File: config.mk
export PLATFORM = sky130hd
export DESIGN_NAME = game_master_fsm_multishot
export DESIGN_NICKNAME = d
export VERILOG_FILES = /design/src/rtl/game_master_fsm_multishot.sv
export SDC_FILE = /design/constraint.sdc
export NUM_CORES = 1
export LEC_CHECK = 0
export ABC_AREA = 1
export BUFFER_PORTS_ARGS = -buffer_cell sky130_fd_sc_hd__buf_2
export CORE_MARGIN = 2
export CORE_UTILIZATION = 48
export DETAILED_ROUTE_END_ITERATION = 10
export PLACE_DENSITY_LB_ADDON = 0.15
export SLEW_MARGIN = 5
export SYNTH_ARGS = -nofsm -noshare
export SYNTH_HDL_FRONTEND = slang
export SYNTH_SLANG_ARGS = --single-unit
File: constraint.sdc
create_clock -name clk -period 1.13 [get_ports clk]
set_input_delay 0.226 -clock clk [delete_from_list [all_inputs] [get_ports clk]]
set_output_delay 0.226 -clock clk [all_outputs]
set_load 0.005 [all_outputs]
File: src/rtl/game_master_fsm_multishot.sv
// Torpedo game master FSM: multi-shot rounds, key edge detect, reload on miss,
// saturating score. Moore outputs decoded from the registered state.
module game_master_fsm_multishot #(
    parameter int N_SHOTS = 3,
    parameter int SHOT_W  = 2,
    parameter int SCORE_W = 8
) (
    input  logic               clk,
    input  logic               reset,
    input  logic               key,
    input  logic               score_clear,
    input  logic               sprite_target_within_screen,
    input  logic               sprite_torpedo_within_screen,
    input  logic               collision,
    input  logic               end_of_game_timer_running,
    output logic               sprite_target_write_xy,
    output logic               sprite_torpedo_write_xy,
    output logic               sprite_target_write_dxy,
    output logic               sprite_torpedo_write_dxy,
    output logic               sprite_target_enable_update,
    output logic               sprite_torpedo_enable_update,
    output logic               end_of_game_timer_start,
    output logic               game_won,
    output logic [SHOT_W-1:0]  shots_left,
    output logic [SCORE_W-1:0] score
);

    typedef enum logic [3:0] {
        S_IDLE, S_START_TGT, S_WAIT_KEY, S_LAUNCH, S_FLIGHT,
        S_RELOAD, S_END_START, S_WON, S_LOST
    } state_t;

    state_t             state_q, state_d;
    logic [SHOT_W-1:0]  shots_left_q, shots_left_d;
    logic [SCORE_W-1:0] score_q, score_d;
    logic               won_flag_q, won_flag_d;
    logic               key_prev_q, key_prev_d;
    logic               key_rise;

    always_ff @(posedge clk or posedge reset) begin
        if (reset) begin
            state_q      <= S_IDLE;
            shots_left_q <= '0;
            score_q      <= '0;
            won_flag_q   <= 1'b0;
            key_prev_q   <= 1'b0;
        end else begin
            state_q      <= state_d;
            shots_left_q <= shots_left_d;
            score_q      <= score_d;
            won_flag_q   <= won_flag_d;
            key_prev_q   <= key_prev_d;
        end
    end

    assign key_rise = key & ~key_prev_q;

    always_comb begin
        state_d      = state_q;
        shots_left_d = shots_left_q;
        score_d      = score_q;
        won_flag_d   = won_flag_q;
        key_prev_d   = key;

        sprite_target_write_xy       = 1'b0;
        sprite_torpedo_write_xy      = 1'b0;
        sprite_target_write_dxy      = 1'b0;
        sprite_torpedo_write_dxy     = 1'b0;
        sprite_target_enable_update  = 1'b0;
        sprite_torpedo_enable_update = 1'b0;
        end_of_game_timer_start      = 1'b0;
        game_won                     = 1'b0;

        case (state_q)
            S_IDLE: state_d = S_START_TGT;
            S_START_TGT: begin
                sprite_target_write_xy  = 1'b1;
                sprite_torpedo_write_xy = 1'b1;
                sprite_target_write_dxy = 1'b1;
                shots_left_d            = SHOT_W'(N_SHOTS);
                won_flag_d              = 1'b0;
                state_d                 = S_WAIT_KEY;
            end
            S_WAIT_KEY: begin
                sprite_target_enable_update = 1'b1;
                sprite_torpedo_write_dxy    = 1'b1;
                if (key_rise && shots_left_q != '0)    state_d = S_LAUNCH;
                else if (!sprite_target_within_screen) state_d = S_END_START;
            end
            S_LAUNCH: begin
                shots_left_d = shots_left_q - 1'b1;
                state_d      = S_FLIGHT;
            end
            S_FLIGHT: begin
                sprite_target_enable_update  = 1'b1;
                sprite_torpedo_enable_update = 1'b1;
                sprite_torpedo_write_dxy     = 1'b1;
                // A hit beats the target leaving screen in the same cycle.
                if (collision) begin
                    won_flag_d = 1'b1;
                    state_d    = S_END_START;
                end else if (!sprite_target_within_screen) begin
                    state_d = S_END_START;
                end else if (!sprite_torpedo_within_screen) begin
                    state_d = (shots_left_q == '0) ? S_END_START : S_RELOAD;
                end
            end
            S_RELOAD: begin
                sprite_torpedo_write_xy = 1'b1;
                state_d                 = S_WAIT_KEY;
            end
            S_END_START: begin
                end_of_game_timer_start = 1'b1;
                if (won_flag_q && score_q != '1) score_d = score_q + 1'b1;
                state_d = won_flag_q ? S_WON : S_LOST;
            end
            S_WON: begin
                game_won = 1'b1;
                if (!end_of_game_timer_running) state_d = S_START_TGT;
            end
            S_LOST: begin
                if (!end_of_game_timer_running) state_d = S_START_TGT;
            end
            default: state_d = S_IDLE;
        endcase

        if (score_clear) score_d = '0;
    end

    assign shots_left = shots_left_q;
    assign score      = score_q;

endmodule
; ---- Yosys cells after proc, flatten, opt, wreduce, memory -nomap -nowiden
; Cells that the tools add are included.
[word_totals]
reg_bits = 16
in_bits = 8
out_inout_bits = 18
[classes]
addsub = 2
eq_ne = 13
n_mux = 21
bitwise = 2
reduce_logical = 15
[op_table]
columns = cell, count
row1 = $mux W4, 7
row2 = $pmux W4 S7, 1
row3 = $mux W8, 3
row4 = $eq A4 B3 Y1 const B, 4
row5 = $reduce_bool A2 Y1, 5
row6 = $add A8 B1 Y8 const B, 1
row7 = $eq A4 B2 Y1 const B, 2
row8 = $ne A8 B8 Y1 const B, 1
row9 = $mux W1, 7
row10 = $reduce_or A2 Y1, 3
row11 = $eq A4 B1 Y1 const B, 1
row12 = $eq A4 B4 Y1 const B, 1
row13 = $logic_not A4 Y1, 1
row14 = $ne A2 B2 Y1 const B, 2
row15 = $ne A4 B4 Y1 const B, 1
row16 = $pmux W2 S2, 1
row17 = $reduce_and A2 Y1, 2
row18 = $ne A3 B3 Y1 const B, 1
row19 = $reduce_and A3 Y1, 1
row20 = $logic_and A1 B1 Y1, 2
row21 = $logic_not A2 Y1, 1
row22 = $mux W2, 1
row23 = $pmux W1 S2, 1
row24 = $sub A2 B1 Y2 const B, 1
row25 = other kinds (2), 2

; ---- Depth between registers and ports, before layout
[logic_depth]
ltp_word = 6
ltp_mapped = 9
ltp_nobuf = 9

; ---- Worst setup path after synthesis
; No wires, ideal clock.
[synth_timing]
kind = register to register
startpoint = register score_q[0], in the netlist score[0]
endpoint = register score_q[5], in the netlist score[5]
setup_time_ns = 0.116
arrival_time_ns = 1.152
slack_ns = -0.139
stages_incl_launch_ff = 10
cell_sequence = dfrtp_1 ha_1 nand2_1 nor2_1 nand2_1 nand2_1 nand2_1 nand2_2 nand2_1 nand2_1
[synth_between]
elab_chain_len = 4
elab_cells_between_ends = 8
cone_classes = add/sub: 1 / eq/ne: 1 / mux: 3 / reduce/logical: 3
[synth_lines]
columns = item, line
row1 = from (decl), 35  ; logic [SCORE_W-1:0] score_q, score_d;
row2 = from (signal assigned), 50  ; score_q <= score_d;
row3 = $add A8 B1 Y8 or $ne A8 B8 Y1 (tied branches), 114  ; if (won_flag_q && score_q != '1) score_d = score_q + 1'b1;
row4 = $mux W8 or $logic_and A1 B1 Y1 (tied branches), 114
row5 = $mux W8 or $reduce_bool A2 Y1 (tied branches), --
row6 = $mux W8 or $reduce_and A2 Y1 (tied branches), --
; Parallel ways exist; a longest one is shown, timed or not. The select of a mux whose other input is x is not followed.
; A chain may end at the register's enable or synchronous reset.

; ---- Final worst setup path
[layout_timing]
startpoint = register state_q[2]
endpoint = output sprite_torpedo_write_dxy
[layout_between]
elab_chain_len = 3
elab_cells_between_ends = 4
cone_classes = eq/ne: 2 / mux: 1 / reduce/logical: 1
[layout_lines]
columns = item, line
row1 = from (decl), 33  ; state_t state_q, state_d;
row2 = from (signal assigned), 48  ; state_q <= state_d;
row3 = $eq A4 B3 Y1 or $eq A4 B2 Y1 (tied branches), 74  ; case (state_q)
row4 = $reduce_or A2 Y1 (no line) (*), --
row5 = $mux W1 (*), 74
row6 = to (decl), 19  ; output logic sprite_torpedo_write_dxy,
; Mark *: on every way between the ends. The rest lies on a longest branch, timed or not.

==> impl_metrics.json <==
{
  "path_buf_inv": 2,
  "synthTopCellsByArea": "dfrtp_1 35%, nand2_1 23%, nor2_1 8.6%",
  "holdWs_ps": 89.7,
  "worstMarginPinSlew_ps": 327,
  "max-clock-path-buffers": 2,
  "root_buffer": "clkbuf_4",
  "grt_overflow": 0,
  "drt-total-wl_um": 4210,
  "switching_power_uw": 1810,
  "leakage_uw": 0.00101,
  "drcViolationCount": 0,
  "synth_nets": 184,
  "seq_area_sq_um": 405,
  "grt_pass1_wl_um": 6040,
  "viasPerCell": 5.47,
  "fin_ws_ps": -381,
  "dp.final_hpwl_um": 2330,
  "final_common_cell": "nand2_1",
  "die_height_um": 52.6,
  "tritoncts": "yes",
  "synth.top_cell.area_share_pct": 35.3,
  "crit_path_cell_trace": "inv_2 > nor2_4 > nand2_2 > nand2_2 > buf_2",
  "wl_per_cell_um": 15.5,
  "cts_sinks": 16,
  "dr.pass1.iters": 5,
  "cap_violations": 0,
  "p_clk_share_pct": 9.6,
  "gp_congestion": 0.910,
  "status": "finished, violations left",
  "cts_buffers": 3,
  "power.share.combinational_pct": 66.6,
  "cellPowerDensity_nw_per_um2": 2110,
  "antenna_found_initial": 0,
  "drv_slew": 0,
  "reg2reg_depth": 9,
  "cp-start-kind": "register",
  "track_usage_pct": 30.1,
  "fillCellCount": 132,
  "fin_skew_ps": 1.23,
  "drt_iter0_markers": 44,
  "crit_slowest_cell": "dfrtp_1",
  "setup_viol": 29,
  "timing_hold_violations_final": 0,
  "r2r_start": "state_q[2]",
  "ir_worst_vdd_mv": 1.77,
  "cp-endpoint": "sprite_torpedo_write_dxy",
  "area_delta_synth_final_pct": 68.5,
  "rrSetupSlack_ps": -280,
  "htree_levels": 1,
  "ys_ff_latch": 16,
  "die-area_sq_um": 2770,
  "start_util_pct": 51.2,
  "arrival_ps": 1290,
  "synth_top_area_cell": "dfrtp_1",
  "crit_family": "flip-flops",
  "slowest_delay_ps": 440,
  "grt_max_degree": 17,
  "crit_top_cell": "nand2_2",
  "ys_warn_count": 0,
  "slew_headroom_pct": 78.2,
  "port_buffers": 25,
  "fp.coreArea_sq_um": 2210,
  "synthesis.instances": 174,
  "rsz0062_at_grt": "yes",
  "pre_cts_ws_ps": -157,
  "multi_input_area_sq_um": 796,
  "layout_min_cycle_time_ps": 1510,
  "pwr-share-seq_pct": 23.8,
  "vias": 1488,
  "clock_latency_ps": 280,
  "synth.distinct_cells": 25,
  "hp-class": "in -> reg",
  "ant_nets": 0,
  "violations": "setup timing",
  "fmax_mhz": 662,
  "fin_setup_tns_ps": -6110,
  "finalCritPeriodShare_pct": 134,
  "p_int_uw": 2210,
  "syn_area_per_cell_sq_um": 6.51,
  "r2r-end": "state_q[0]",
  "nets": 255,
  "layout-drive-gt1-share_pct": 53.3,
  "rows": 17,
  "crit_start": "state_q[2]",
  "path_class": "reg -> out",
  "ios": 26,
  "syn_area_sq_um": 1130,
  "synth_seq_area_share_pct": 35.3,
  "final_cell_mix": "50 x nand2_1, 31 x buf_4, 20 x buf_6, 17 x buf_2",
  "endpoint_kind": "output pin",
  "critical_path_required_ps": 900,
  "cp.depth": 5,
  "grt_pass1_vias": 1414,
  "clkTransAtPathRegs_ps": 100,
  "die_w_um": 52.6,
  "n_antenna_cell": 0,
  "p_sw_share_pct": 45.1,
  "cp_max_fo": 4
}
-- per-stage QoR --
stage          power [uW]  util (%)  instances  cell area (sq um)
6_report             4020      86.4        272               1910
5_1_grt              4260      86.4        272               1910
4_1_cts              3660      82.5        270               1830
3_5_place_dp         2610      66.1        245               1460
3_3_place_gp         2570      66.1        245               1460
2_1_floorplan        1940         -        174               1170
-- routing by layer --
layer	track usage, %	routed length, um
met1	29.8	1460
met2	58.5	2310
met3	5.43	246
met4	14.5	199
met5	0	0
-- worst register-to-register path: stages (launching register included) --
cell	delay (ps)
dfrtp_1	440
inv_2	90
nor2_4	150
nand2_2	100
buf_4	140
nor2_1	180
nor2_2	60
nand2_1	60
nand2_1	50
nand2_1	60
-- worst min-delay path by stage --
stage / slack, ps / start / endpoint / cells past startpoint
CTS: 70 / key / key_prev_q / 1
global route: 80 / key / key_prev_q / 1
floorplan: 140 / reset / key_prev_q / 1
global placement: 240 / reset / score[7] / 3
detailed placement: 240 / reset / shots_left[0] / 3
finish: 90 / key / key_prev_q / 1
-- state kept, by name, summed over array words and instances, names as in the netlist --
signal,flops
key_prev_q,1
won_flag_q,1
score,8
state_q,4
shots_left,2
-- cells by family (layout without fill, tap and decap cells) --
family,after synthesis,after routing,share of synthesized area (%)
flops,16,16,35.3
simple gates,117,117,44.8
fa+ha+maj,2,2,2.21
buf+inv,25,95,9.27
xor+xnor,1,1,0.773
compound gates,13,13,7.62
-- power groups by stage --
stage / combinational, uW / sequential (uW) / clock [uW]
CTS: 2340 / 930 / 390
finish: 2680 / 959 / 386
global route: 2880 / 977 / 404
floorplan: 1020 / 916 / 0
global placement: 1650 / 915 / 0
detailed placement: 1690 / 919 / 0
-- cells in the mapped netlist (all sizes together) --
cell,number
nand2,71
nor2,31
inv,22
dfrtp,16
nand3,11
o21ai,5
a21oi,3
buf,3
ha,2
nand4,2
o211ai,2
a31oi,1
nand3b,1
nor3,1
o21bai,1
o22ai,1
xor2,1
-- area by class of cell --
| class | count | area share [%] |
|---|---|---|
| multi-input cells | 133 | 41.7 |
| repair buffers | 69 | 28.9 |
| well taps | 28 | 1.83 |
| clock buffers | 4 | 1.90 |
| inverters | 22 | 4.45 |
| flip-flops and latches | 16 | 21.2 |
-- timing repair --
action,in CTS,in global routing
endpoints found under the hold margin,16,0
endpoints found under the setup margin,29,31
buffers inserted,20,3
resized for setup,44,20
pin swaps,19,20
hold buffers,1,0
Note: power is estimated with default switching activity, not from simulation.
